**config.mk**
```make
export PLATFORM = sky130hd
export DESIGN_NAME = cmp_sweep_driver
export DESIGN_NICKNAME = d
export VERILOG_FILES = /design/src/rtl/cmp_pkg.sv /design/src/rtl/cmp_expect.sv /design/src/rtl/cmp_sweep_driver.sv
export SDC_FILE = /design/constraint.sdc
export NUM_CORES = 1
export LEC_CHECK = 0
export ABC_AREA = 1
export CORE_MARGIN = 5
export CORE_UTILIZATION = 42
export DETAILED_ROUTE_END_ITERATION = 12
export GPL_TIMING_DRIVEN = 0
export MAX_ROUTING_LAYER = met4
export PLACE_DENSITY = 0.73
export SYNTH_ARGS = -nofsm -noshare
export SYNTH_HDL_FRONTEND = slang
export SYNTH_SLANG_ARGS = --single-unit
```
**constraint.sdc**
```tcl
create_clock -name CLOCK_50 -period 1.6 [get_ports CLOCK_50]
set_clock_uncertainty 0.15 [all_clocks]
set_input_delay 0.16 -clock CLOCK_50 [delete_from_list [all_inputs] [get_ports CLOCK_50]]
set_output_delay 0.16 -clock CLOCK_50 [all_outputs]
set_load 0.1 [all_outputs]
```
**src/rtl/cmp_pkg.sv**
```systemverilog
// Shared types and constants for the comparator sweep driver: FSM state encoding
// and the bit positions of the GT/EQ/LT flags inside a 3-bit flag vector.
package cmp_pkg;

  typedef enum logic [1:0] {
    IDLE   = 2'd0,
    DRIVE  = 2'd1,
    GAP    = 2'd2,
    FINISH = 2'd3
  } state_t;

  localparam int CMP_GT = 2;
  localparam int CMP_EQ = 1;
  localparam int CMP_LT = 0;

endpackage

```
**src/rtl/cmp_expect.sv**
```systemverilog
// Combinational reference comparator: expected unsigned GT/EQ/LT flags for a
// pair of operands, packed at the CMP_* bit positions.
module cmp_expect
  import cmp_pkg::*;
#(
  parameter int WIDTH = 2
) (
  input  logic [WIDTH-1:0] a_i,
  input  logic [WIDTH-1:0] b_i,
  output logic [2:0]       flags_o
);

  always_comb begin
    flags_o         = '0;
    flags_o[CMP_GT] = (a_i > b_i);
    flags_o[CMP_EQ] = (a_i == b_i);
    flags_o[CMP_LT] = (a_i < b_i);
  end

endmodule

```
**src/rtl/cmp_sweep_driver.sv**
```systemverilog
// Sweeps every operand pair through an external comparator and counts wrong answers.
// Optional macro CMP_SWEEP_TIMEOUT_EN abandons a pair after TIMEOUT cycles without ACK.
module cmp_sweep_driver
  import cmp_pkg::*;
#(
  parameter int WIDTH   = 2,
  parameter int TIMEOUT = 15
) (
  input  logic               CLOCK_50,
  input  logic               RESET,
  input  logic               START,
  output logic [WIDTH-1:0]   OP_A,
  output logic [WIDTH-1:0]   OP_B,
  output logic               REQ,
  input  logic               ACK,
  input  logic               GT_IN,
  input  logic               EQ_IN,
  input  logic               LT_IN,
  output logic               BUSY,
  output logic               DONE,
  output logic               PASS,
  output logic [2*WIDTH:0]   ERR_CNT
);

  localparam int IDX_W = 2 * WIDTH;
  localparam int ERR_W = 2 * WIDTH + 1;

  state_t             state_q, state_d;
  logic [IDX_W-1:0]   idx_q, idx_d;
  logic [ERR_W-1:0]   err_q, err_d;
  logic               done_q, done_d;
  logic [2:0]         exp_flags, got_flags;
  logic               xfer, tmo, adv, miss;

  function automatic logic [ERR_W-1:0] sat_inc(input logic [ERR_W-1:0] v);
    return (&v) ? v : v + 1'b1;
  endfunction

  cmp_expect #(.WIDTH(WIDTH)) u_expect (
    .a_i     (OP_A),
    .b_i     (OP_B),
    .flags_o (exp_flags)
  );

`ifdef CMP_SWEEP_TIMEOUT_EN
  localparam int WAIT_W = (TIMEOUT > 1) ? $clog2(TIMEOUT + 1) : 1;
  logic [WAIT_W-1:0] wait_q, wait_d;

  // Counter is zero on every DRIVE entry and after every transfer or timeout.
  always_comb begin
    tmo    = (state_q == DRIVE) && !ACK && (wait_q == WAIT_W'(TIMEOUT - 1));
    wait_d = '0;
    if ((state_q == DRIVE) && !ACK && !tmo) wait_d = wait_q + 1'b1;
  end

  always_ff @(posedge CLOCK_50) begin
    if (RESET) wait_q <= '0;
    else       wait_q <= wait_d;
  end
`else
  logic unused_timeout;
  assign unused_timeout = (TIMEOUT == 0);
  assign tmo = 1'b0;
`endif

  always_comb begin
    state_d   = state_q;
    idx_d     = idx_q;
    err_d     = err_q;
    done_d    = done_q;
    got_flags = '0;
    got_flags[CMP_GT] = GT_IN;
    got_flags[CMP_EQ] = EQ_IN;
    got_flags[CMP_LT] = LT_IN;
    xfer = (state_q == DRIVE) && ACK;
    adv  = xfer || tmo;
    miss = (xfer && (got_flags != exp_flags)) || tmo;
    unique case (state_q)
      IDLE: if (START) begin
        idx_d   = '0;
        err_d   = '0;
        done_d  = 1'b0;
        state_d = DRIVE;
      end
      DRIVE: if (adv) begin
        if (miss) err_d = sat_inc(err_q);
        state_d = (idx_q == '1) ? FINISH : GAP;
      end
      GAP: begin
        idx_d   = idx_q + 1'b1;
        state_d = DRIVE;
      end
      FINISH: begin
        done_d  = 1'b1;
        state_d = IDLE;
      end
      default: state_d = IDLE;
    endcase
  end

  always_ff @(posedge CLOCK_50) begin
    if (RESET) begin
      state_q <= IDLE;
      idx_q   <= '0;
      err_q   <= '0;
      done_q  <= 1'b0;
    end else begin
      state_q <= state_d;
      idx_q   <= idx_d;
      err_q   <= err_d;
      done_q  <= done_d;
    end
  end

  assign OP_A    = idx_q[IDX_W-1:WIDTH];
  assign OP_B    = idx_q[WIDTH-1:0];
  assign REQ     = (state_q == DRIVE);
  assign BUSY    = (state_q != IDLE);
  assign DONE    = done_q;
  assign PASS    = done_q && (err_q == '0);
  assign ERR_CNT = err_q;

endmodule

```
After elaboration in Yosys (flattened, before gate mapping)
Cells that the tools add are included.
{"block": "word_totals", "out_inout_bits": 13, "reg_bits": 12, "input_bits": 7, "word_cells": 45}
{"block": "op_classes", "reduce_logical": 14, "n_addsub": 2, "magnitude_cmp": 2, "muxes": 13, "eq_ne": 10}
{"operator": "two-way mux 5 bit", "count": 4}
{"operator": "one-hot mux 5 bit (2 select lines)", "count": 1}
{"operator": "AND reduction 5 bit", "count": 2}
{"operator": "one-hot mux 2 bit (4 select lines)", "count": 1}
{"operator": "one-hot mux 4 bit (2 select lines)", "count": 1}
{"operator": "nonzero test 2 bit", "count": 4}
{"operator": "AND reduction 2 bit", "count": 3}
{"operator": "adder 5 x 1 -> 5 bit, second input constant", "count": 1}
{"operator": "zero test 5 bit", "count": 1}
{"operator": "adder 4 x 1 -> 4 bit, second input constant", "count": 1}
{"operator": "== test 2 bit, second input constant", "count": 2}
{"operator": "== test 4 bit, second input constant", "count": 1}
{"operator": "two-way mux 2 bit", "count": 2}
{"operator": "two-way mux 4 bit", "count": 1}
{"operator": "!= test 2 x 1 -> 1 bit, second input constant", "count": 2}
{"operator": "!= test 2 bit, second input constant", "count": 2}
{"operator": "logical AND 1 bit", "count": 3}
{"operator": "!= test 3 bit", "count": 1}
{"operator": "== test 2 x 1 -> 1 bit, second input constant", "count": 1}
{"operator": "== test 2 bit", "count": 1}
{"operator": "> comparator 2 bit", "count": 1}
{"operator": "zero test 2 bit", "count": 1}
{"operator": "< comparator 2 bit", "count": 1}
{"operator": "two-way mux 1 bit", "count": 2}
{"operator": "one-hot mux 1 bit (2 select lines)", "count": 1}

Logic depth before layout (Yosys ltp)
Gate-level depths: netlist of run 1.
{"block": "depth", "depth_word": 6, "mapped_depth": 16, "mapped_depth_nobuf": 16}

By module
A second synthesis of run 1 with hierarchy kept.
{"block": "hier_totals", "hier_cells": 122, "hier_area_um2": 788.3}
{"module": "cmp_sweep_driver", "area_each_um2": 723.2, "cells_each": 111, "instances": 1, "seq_area_each_um2": 240.2}
{"module": "cmp_expect", "area_each_um2": 65.1, "cells_each": 11, "instances": 1, "seq_area_each_um2": 0.0}

Worst setup path before layout of run 1
OpenSTA, ideal clock, no wires.
{"block": "synth_timing", "kind": "reg2out", "from": "register err_q[1] (netlist: ERR_CNT[1])", "to": "output port PASS", "path_slack_ns": -2.646, "arrival_ns": 3.936, "path_buffers": 0, "required_ns": 1.290, "stages_incl_launch_ff": 5, "cell_sequence": "dfxtp_1 -> inv_1 -> ha_1 -> nand2_1 -> nor4_1"}
{"block": "synth_between", "elab_chain_len": 2}
{"item": "from (decl)", "line_no": "cmp_sweep_driver.sv:30", "text": "logic [ERR_W-1:0] err_q, err_d;"}
{"item": "from (signal assigned)", "line_no": "cmp_sweep_driver.sv:110", "text": "err_q <= err_d;"}
{"item": "zero test 5 bit", "line_no": "cmp_sweep_driver.sv:120", "text": "assign PASS = done_q && (err_q == '0);"}
{"item": "logical AND 1 bit", "line_no": "cmp_sweep_driver.sv:120"}
{"item": "to (decl)", "line_no": "cmp_sweep_driver.sv:21", "text": "output logic PASS,"}
Every way passes these cells.

Final worst setup path of run 1
{"block": "layout_timing", "from": "register err_q[0] (netlist: ERR_CNT[0])", "to": "register err_q[1] (netlist: ERR_CNT[1])"}
{"block": "layout_between", "elab_chain_len": 5, "elab_cells_between_ends": 8, "cone_classes": "add/sub: 1; eq/ne: 1; mux: 4; reduce/logical: 2"}
{"item": "adder 5 x 1 -> 5 bit", "line_no": "cmp_sweep_driver.sv:36", "text": "return (&v) ? v : v + 1'b1;"}
{"item": "two-way mux 5 bit", "line_no": "cmp_sweep_driver.sv:36"}
{"item": "two-way mux 5 bit", "line_no": "cmp_sweep_driver.sv:86", "text": "if (miss) err_d = sat_inc(err_q);"}
{"item": "two-way mux 5 bit", "line_no": "cmp_sweep_driver.sv:85", "text": "DRIVE: if (adv) begin"}
{"item": "one-hot mux 5 bit (2 select lines)", "line_no": "cmp_sweep_driver.sv:78", "text": "unique case (state_q)"}
Parallel ways exist; a longest one is shown, timed or not. The select of a mux whose other input is x is not followed.
A chain may end at the register's enable or synchronous reset.

==> out/qor.csv, run 1 <==
metric,value,unit
weighted congestion reported at the end of routability-driven placement,0.819,
library cell with the highest instance count after synthesis,sky130_fd_sc_hd__nand2_1,
Total Power,0.00102,W
top cell type's share of synthesized area,31.1,%
worst-case setup margin in the final layout,-0.109,ns
#FFs+latches synth,12,
setup total negative slack,-0.395,ns
n_diodes,0,
io pins,20,
Area growth syn-to-layout,60.0,%
area inside the core boundary,1750,um2
clock tree from TritonCTS,yes,
count of warnings emitted by yosys,0,
Worst Hold Path Cells,3,
Arrival @ worst endpoint,1.78,ns
number of global-route vias before repair,790,
endpoint of the lowest-slack register-to-register path,ERR_CNT[1],
worst min-delay path class,in2reg,
Root Buffer Master,sky130_fd_sc_hd__clkbuf_4,
cell area power density,822,nW/um2
Total Die Area,2800,um2
Post-DP HPWL,1320,um
adder-cell share of the synthesized area,9.72,%
RSZ-0062 raised after global routing,yes,
chip width,52.9,um
static leakage power,0.529,nW
ordered cell list for the critical path,ha_1 -> nand2_1 -> nor2_1 -> ha_1 -> nor2_2 -> nand2_4 -> nand2_4 -> nand2_2 -> nand2_1 -> nand2_1 -> nor2_1,
critical-path cell with the highest stage delay,sky130_fd_sc_hd__dfxtp_4,
pin slew with the least headroom to its limit,0.547,ns
leftover overflow at the end of global routing,0,
number of antenna violations at the first check in global routing,0,
antenna-violating nets left,0,
CTS Sinks,12,
achievable clock frequency,0.585,GHz
delay of the slowest cell on the worst path,0.37,ns
Placed Area,1120,um2
hold_ws,0.360,ns
critical path startpoint category,flop,
"Design Area, Final",1230,um2
launching point of the worst reg2reg path,ERR_CNT[0],
Mean Syn Cell Area,6.43,um2
final worst path period share,107,%
Multi-input gate area,606,um2
combinational family with the most area after synthesis,simple AND/OR/NAND/NOR gates,
reg2reg path depth,11,
fraction of layout instances using a drive strength above 1,44.6,%
Initial Util,44.2,%
via/cell ratio,4.70,
first-pass GRT wire length,3480,um
net total in the final layout,162,
cells taking the most area after synthesis,"sky130_fd_sc_hd__dfxtp_1 31%, sky130_fd_sc_hd__nand2_1 16%, sky130_fd_sc_hd__ha_1 9.7%, sky130_fd_sc_hd__inv_1 8.8%, sky130_fd_sc_hd__nor2_1 7.3%",
Final Routed Wirelength,1920,um
ranking of synthesized cells by instance count,"32 x sky130_fd_sc_hd__nand2_1, 18 x sky130_fd_sc_hd__inv_1, 15 x sky130_fd_sc_hd__nor2_1, 12 x sky130_fd_sc_hd__dfxtp_1, 10 x sky130_fd_sc_hd__a21oi_1",
cts hold-fix bufs,0,
failing checks,setup timing,
std cell rows,15,
Chip Height,52.9,um
hold endpoint,state_q[1],
number of DRC markers in iteration 0,11,
GR Util All Layers,17.6,%
fin crit period,1.71,ns
hold violation total from the final report,0,
worst min-delay path startpoint,ACK,
Cell variety after synth,15,
most prevalent standard cell on the critical path,sky130_fd_sc_hd__nand2_1,
vias post-DR,813,
mapped cell area,772,um2
XOR/XNOR share of the synthesized area,1.13,%
Cells after Synth,120,
clock-pin slew reported for the worst setup and hold paths after clock tree synthesis,0.08,ns
final routed wire length divided by cell count,11.1,um
count of input and output buffers,19,
count of flip-flops with a built-in enable after synthesis,0,
maximum number of pins on one net before global-route repair,10,
"Primary FF master, synth",sky130_fd_sc_hd__dfxtp_1,
Post-Synthesis Net Count,133,
path type of the worst setup path,reg2reg,
post-layout utilization of the core,70.8,%
max-slew violation count,0,
Sequential cell area,275,um2
"critical path fanouts, max",5,
Max IR drop VDD,0.604,mV
total CTS buffers,3,
final routed DRC violation total,0,
H-tree levels,1,
fraction of the mapped netlist area in simple logic gates,38.2,%
Async SR Flop Fraction,0,%
required time at the worst-slack endpoint,1.67,ns
r2r setup slk,-0.11,ns
kind of end point of the critical path,flop,
count of TritonRoute iterations in the first routing pass,4,
clk buf depth,2,
number of fill cells,148,
total of endpoints with negative setup slack in the final report,5,
Yosys top cell by area,sky130_fd_sc_hd__dfxtp_1,
share of synthesized area spent on multiplexers,0,%
worst slew slack as a fraction of its limit,63.7,%
outcome,"finished, violations left",
sequential share of the synthesized area,31.1,%
max cap viols,0,
clock latency on the worst-skew pair,0.28,ns
fraction of the mapped netlist area in compound gates,11.0,%
==> power breakdown <==
group          switching, W  internal, W  total [W]
registers         0.0000449     0.000319   0.000364
clock network      0.000105    0.0000906   0.000195
logic              0.000323     0.000133   0.000456
==> metrics by stage <==
stage | worst slack, ns | instances
detailed placement | -0.656 | 164
global route | -0.197 | 173
global placement | -0.648 | 164
floorplan | -0.486 | 120
CTS | -0.106 | 171
finish | -0.109 | 173
==> worst max path at each step <==
| stage | startpoint | to |
|---|---|---|
| finish | ERR_CNT[0] | ERR_CNT[1] |
| global route | idx_q[1] | ERR_CNT[3] |
| CTS | idx_q[1] | ERR_CNT[1] |
| detailed placement | ERR_CNT[0] | PASS |
| global placement | ERR_CNT[0] | PASS |
| floorplan | ERR_CNT[0] | PASS |
==> cell families (layout without fill, tap and decap cells) <==
| family | count (synthesis) | count (layout) |
|---|---|---|
| buffers and inverters | 18 | 45 |
| XOR/XNOR | 1 | 1 |
| flip-flops | 12 | 12 |
| AO/OA/AOI/OAI | 17 | 17 |
| AND/OR/NAND/NOR | 66 | 67 |
| adder cells (fa/ha/maj) | 6 | 6 |
==> registers in the layout (all words and copies together), names as in the netlist <==
register / count
state_q: 2
DONE: 1
idx_q: 4
ERR_CNT: 5
==> cells in the final DEF (no fill, tap or decap), types with 2 or more instances in the layout <==
cell type                          n
sky130_fd_sc_hd__clkdlybuf4s15_2   6
sky130_fd_sc_hd__a21oi_2           4
sky130_fd_sc_hd__o21ai_0           7
sky130_fd_sc_hd__nand2_1          24
sky130_fd_sc_hd__nor2_2            3
sky130_fd_sc_hd__a21oi_1           6
sky130_fd_sc_hd__nand3_1           5
sky130_fd_sc_hd__nor3_1            2
sky130_fd_sc_hd__buf_2             2
sky130_fd_sc_hd__ha_1              3
sky130_fd_sc_hd__clkdlybuf4s50_1   6
sky130_fd_sc_hd__nor2_1           12
sky130_fd_sc_hd__nor2_4            2
sky130_fd_sc_hd__clkbuf_4          4
sky130_fd_sc_hd__nand2_2           8
sky130_fd_sc_hd__nand2_4           6
sky130_fd_sc_hd__nand3_2           2
sky130_fd_sc_hd__buf_4             5
sky130_fd_sc_hd__inv_4             4
sky130_fd_sc_hd__dfxtp_2           4
sky130_fd_sc_hd__ha_4              3
sky130_fd_sc_hd__dfxtp_4           8
sky130_fd_sc_hd__inv_1            14
==> metal layers <==
layer | up-vias | part of all wire, % | GRT usage, % | wire [um]
met5 | - | 0 | - | 0
met2 | 17 | 45 | 25.2 | 854
li1 | 440 | - | - | -
met3 | 2 | 4.9 | 6.20 | 94
met4 | 0 | 0.42 | 7.66 | 8
met1 | 354 | 50 | 22.3 | 958
==> worst max-delay path, delay by kind of cell (launching register included) <==
kind                       cells  cell delay (ns)
adders and majority gates      2             0.40
and+or+nand+nor                9             0.71
DFF                            1             0.37
==> final cells by class <==
| cell class | count | area share, % |
|---|---|---|
| timing repair buffer | 23 | 17.7 |
| inverter | 18 | 6.28 |
| clock buffer | 3 | 1.82 |
| tap | 25 | 2.53 |
| clock inverter | 1 | 0.304 |
| multi-input combinational | 91 | 49.0 |
| sequential | 12 | 22.3 |
==> timing repair <==
item,in CTS,in global routing
gates cloned,1,0
gates resized for setup,61,14
pin swaps,6,9
setup buffers,2,2
setup endpoints to repair,18,9
Note: power is estimated with default switching activity, not from simulation.
==> run 2: changes to the inputs <==
--- a/config.mk
+++ b/config.mk
@@ -12,6 +12,7 @@
 export GPL_TIMING_DRIVEN = 0
 export MAX_ROUTING_LAYER = met4
 export PLACE_DENSITY = 0.73
+export SLEW_MARGIN = 20
 export SYNTH_ARGS = -nofsm -noshare
 export SYNTH_HDL_FRONTEND = slang
 export SYNTH_SLANG_ARGS = --single-unit
==> results of run 2 <==
No change in the layout: final DEF, timing and power equal those of run 1.
==> run 3: changes to the inputs <==
--- a/config.mk
+++ b/config.mk
@@ -7,11 +7,12 @@
 export LEC_CHECK = 0
 export ABC_AREA = 1
 export CORE_MARGIN = 5
-export CORE_UTILIZATION = 42
+export CORE_UTILIZATION = 53
 export DETAILED_ROUTE_END_ITERATION = 12
+export DONT_BUFFER_PORTS = 1
 export GPL_TIMING_DRIVEN = 0
 export MAX_ROUTING_LAYER = met4
-export PLACE_DENSITY = 0.73
+export PLACE_DENSITY = 0.71
 export SLEW_MARGIN = 20
 export SYNTH_ARGS = -nofsm -noshare
 export SYNTH_HDL_FRONTEND = slang
==> run 3 against run 2 <==
The flow still finishes with violations (setup timing). Wire length up 4.6%. Combinational power down 38%. Utilization up 8.0 points. Critical path type unchanged. Global-route usage up 3.5 points. Final area down 15%. Setup slack worse by 0.22 ns. Largest cell class unchanged.
==> out/qor.csv, run 3 (synthesis gave the netlist of run 1 again) <==
metric,value,unit,change
cell area power density,944,nW/um2,+15%
worst min-delay path startpoint,START,,
total of endpoints with negative setup slack in the final report,7,,+2
"critical path fanouts, max",4,,-1
met1 Usage GRT,24.3,%,+2.0 points
hold violation total from the final report,0,,unchanged
clk buf depth,2,,unchanged
static leakage power,0.443,nW,-16%
Area growth syn-to-layout,36.1,%,
pin slew with the least headroom to its limit,0.739,ns,+0.192 ns
Initial Util,57.9,%,+14 points
RSZ-0062 raised after global routing,yes,,
Chip Height,48.2,um,-8.9%
CP Depth,13,,+2
outcome,"finished, violations left",,
endpoint of the lowest-slack register-to-register path,ERR_CNT[3],,
first-pass GRT wire length,3240,um,-6.9%
count of TritonRoute iterations in the first routing pass,4,,unchanged
Global Route met2 Usage,34.4,%,+9.2 points
failing checks,setup timing,,
antenna-violating nets left,0,,unchanged
Total Die Area,2320,um2,-17%
max FFs per register,5,,unchanged
Total Power,0.000992,W,-2.3%
number of global-route vias before repair,770,,-2.5%
critical path startpoint category,flop,,
Top delay family on crit path,simple AND/OR/NAND/NOR gates,,
worst min-delay path class,in2reg,,
switching power share of the total,47.7,%,+1.2 points
area inside the core boundary,1330,um2,-24%
"commonest non-fill, non-tap cells in the layout","27 x sky130_fd_sc_hd__nand2_1, 14 x sky130_fd_sc_hd__nor2_1, 11 x sky130_fd_sc_hd__inv_1",,
max cap viols,0,,unchanged
"commonest non-fill, non-tap cell in the layout",sky130_fd_sc_hd__nand2_1,,
total CTS buffers,3,,unchanged
std cell rows,13,,-2
clock tree from TritonCTS,yes,,
n_diodes,0,,unchanged
number of antenna violations at the first check in global routing,0,,unchanged
GR Util All Layers,21.2,%,+3.5 points
global-route met3 utilization,5.17,%,-1.0 points
io pins,20,,unchanged
critical-path cell with the highest stage delay,sky130_fd_sc_hd__dfxtp_4,,
weighted congestion reported at the end of routability-driven placement,0.797,,-2.7%
required time at the worst-slack endpoint,1.63,ns,-0.04 ns
delay of the slowest cell on the worst path,0.56,ns,+0.19 ns
ordered cell list for the critical path,inv_4 -> ha_4 -> nand2_2 -> nand2_2 -> nand2_1 -> nand2_1 -> nand2_1 -> inv_1 -> nand2_1 -> nand2_2 -> nand2_2 -> a21oi_2 -> nor2_1,,
switching power of the nets,0.000474,W,+0.29%
chip width,48.2,um,-8.9%
H-tree levels,1,,unchanged
net total in the final layout,148,,-8.6%
final routed DRC violation total,0,,unchanged
worst-case setup margin in the final layout,-0.333,ns,-0.224 ns
via/cell ratio,5.30,,+13%
max-slew violation count,0,,unchanged
part of the total power dissipated in sequential elements,50.4,%,+15 points
fraction of layout instances using a drive strength above 1,37.3,%,-7.3 points
leftover overflow at the end of global routing,0,,unchanged
kind of end point of the critical path,flop,,
Post-DP HPWL,1350,um,+2.4%
highest-utilization routing layer at the global route stage,met2,,
clock-pin slew reported for the worst setup and hold paths after clock tree synthesis,0.08,ns,about the same
hold_ws,0.0881,ns,-0.272 ns
path type of the worst setup path,reg2reg,,
maximum number of pins on one net before global-route repair,10,,unchanged
number of DRC markers in iteration 0,25,,+14
clock latency on the worst-skew pair,0.28,ns,about the same
Comb power frac,28.3,%,-17 points
number of fill cells,92,,-38%
Clk pwr share,21.4,%,+2.2 points
hold endpoint,idx_q[1],,
final routed wire length divided by cell count,13.4,um,+21%
fin crit period,1.93,ns,+0.224 ns
CTS Sinks,12,,unchanged
Max IR drop VDD,0.612,mV,+1.3%
Worst Hold Path Cells,3,,unchanged
reg2reg path depth,13,,+2
count of input and output buffers,0,,-19
worst slew slack as a fraction of its limit,50.6,%,-13 points
vias post-DR,789,,-3.0%
r2r setup slk,-0.33,ns,-0.22 ns
final worst path period share,121,%,+14 points
worst path bufs/invs,2,,+2
Arrival @ worst endpoint,1.96,ns,+0.18 ns
Final Routed Wirelength,2000,um,+4.6%
internal power,0.000518,W,-4.6%
Root Buffer Master,sky130_fd_sc_hd__clkbuf_4,,
launching point of the worst reg2reg path,idx_q[1],,
achievable clock frequency,0.517,GHz,-12%
run 3: cell types whose count changed in the layout (fill, tap and decap cells not counted), moves of 2 or more:
| cell | previous run | this run |
|---|---|---|
| sky130_fd_sc_hd__nand3_2 | 2 | 0 |
| sky130_fd_sc_hd__nand2_4 | 6 | 2 |
| sky130_fd_sc_hd__o21ai_0 | 7 | 5 |
| sky130_fd_sc_hd__clkdlybuf4s15_2 | 6 | 0 |
| sky130_fd_sc_hd__nand2_1 | 24 | 27 |
| sky130_fd_sc_hd__nor2_1 | 12 | 14 |
| sky130_fd_sc_hd__nor2_2 | 3 | 0 |
| sky130_fd_sc_hd__clkdlybuf4s50_1 | 6 | 0 |
| sky130_fd_sc_hd__inv_1 | 14 | 11 |
| sky130_fd_sc_hd__buf_2 | 2 | 0 |
| sky130_fd_sc_hd__dlygate4sd3_1 | 0 | 3 |
| sky130_fd_sc_hd__o21ai_1 | 0 | 2 |
| sky130_fd_sc_hd__nand3_1 | 5 | 7 |
run 3: metrics by stage:
stage                     TNS [ns]  utilization [%]  cell area, um2  setup WS (ns)  cells
after floorplan              -1.49                -             895         -0.486    120
after global placement       -2.02             68.5             913         -0.531    135
after detailed placement     -1.66             69.6             928         -0.316    136
after CTS                    -1.74             78.1            1040         -0.326    148
after global routing         -2.68             78.8            1050         -0.488    149
final                        -1.81             78.8            1050         -0.333    149
run 3: layout make-up:
type                            count  area, um2  share of cell area (%)
Clock buffer                        4       26.3                    2.50
Inverter                           18       83.8                    7.98
Tap cell                           15       18.8                    1.79
Sequential cell                    12        275                    26.2
Timing Repair Buffer                9       82.6                    7.86
Multi-Input combinational cell     91        564                    53.7
run 3: timing repair:
action	CTS	global route
hold buffers	3	0
setup endpoints to repair	10	11
hold endpoints to repair	9	0
resized for setup	8	3
pin swaps	3	3
buffers inserted	5	0
gates cloned	0	1
run 3: power groups by stage:
stage | Combinational [W] | Clock, W | Sequential (W)
6_report | 0.000281 | 0.000212 | 0.000500
5_1_grt | 0.000308 | 0.000224 | 0.000505
4_1_cts | 0.000271 | 0.000211 | 0.000498
3_5_place_dp | 0.000227 | 0 | 0.000506
3_3_place_gp | 0.000221 | 0 | 0.000504
2_1_floorplan | 0.000201 | 0 | 0.000497
run 3: how the worst max path moves through the flow:
stage / startpoint / endpoint / slack (ns)
2_1_floorplan: ERR_CNT[0] / PASS / -0.49
3_3_place_gp: ERR_CNT[1] / PASS / -0.53
3_5_place_dp: idx_q[1] / ERR_CNT[1] / -0.32
4_1_cts: idx_q[1] / ERR_CNT[1] / -0.33
5_1_grt: idx_q[1] / ERR_CNT[1] / -0.49
6_report: idx_q[1] / ERR_CNT[3] / -0.33
run 3: worst register-to-register path, cell delays in order, from the launching register on:
cell and delay [ns]:
sky130_fd_sc_hd__dfxtp_4 0.56, sky130_fd_sc_hd__inv_4 0.07, sky130_fd_sc_hd__ha_4 0.28, sky130_fd_sc_hd__nand2_2 0.06, sky130_fd_sc_hd__nand2_2 0.08, sky130_fd_sc_hd__nand2_1 0.05
sky130_fd_sc_hd__nand2_1 0.05, sky130_fd_sc_hd__nand2_1 0.04, sky130_fd_sc_hd__inv_1 0.04, sky130_fd_sc_hd__nand2_1 0.05, sky130_fd_sc_hd__nand2_2 0.10, sky130_fd_sc_hd__nand2_2 0.11
sky130_fd_sc_hd__a21oi_2 0.13, sky130_fd_sc_hd__nor2_1 0.06
run 3: routing by layer:
metal / up-vias / share of wire (%)
met5: - / 0
met4: 0 / 1.9
met3: 4 / 4.3
met2: 12 / 50
met1: 359 / 44
li1: 414 / -
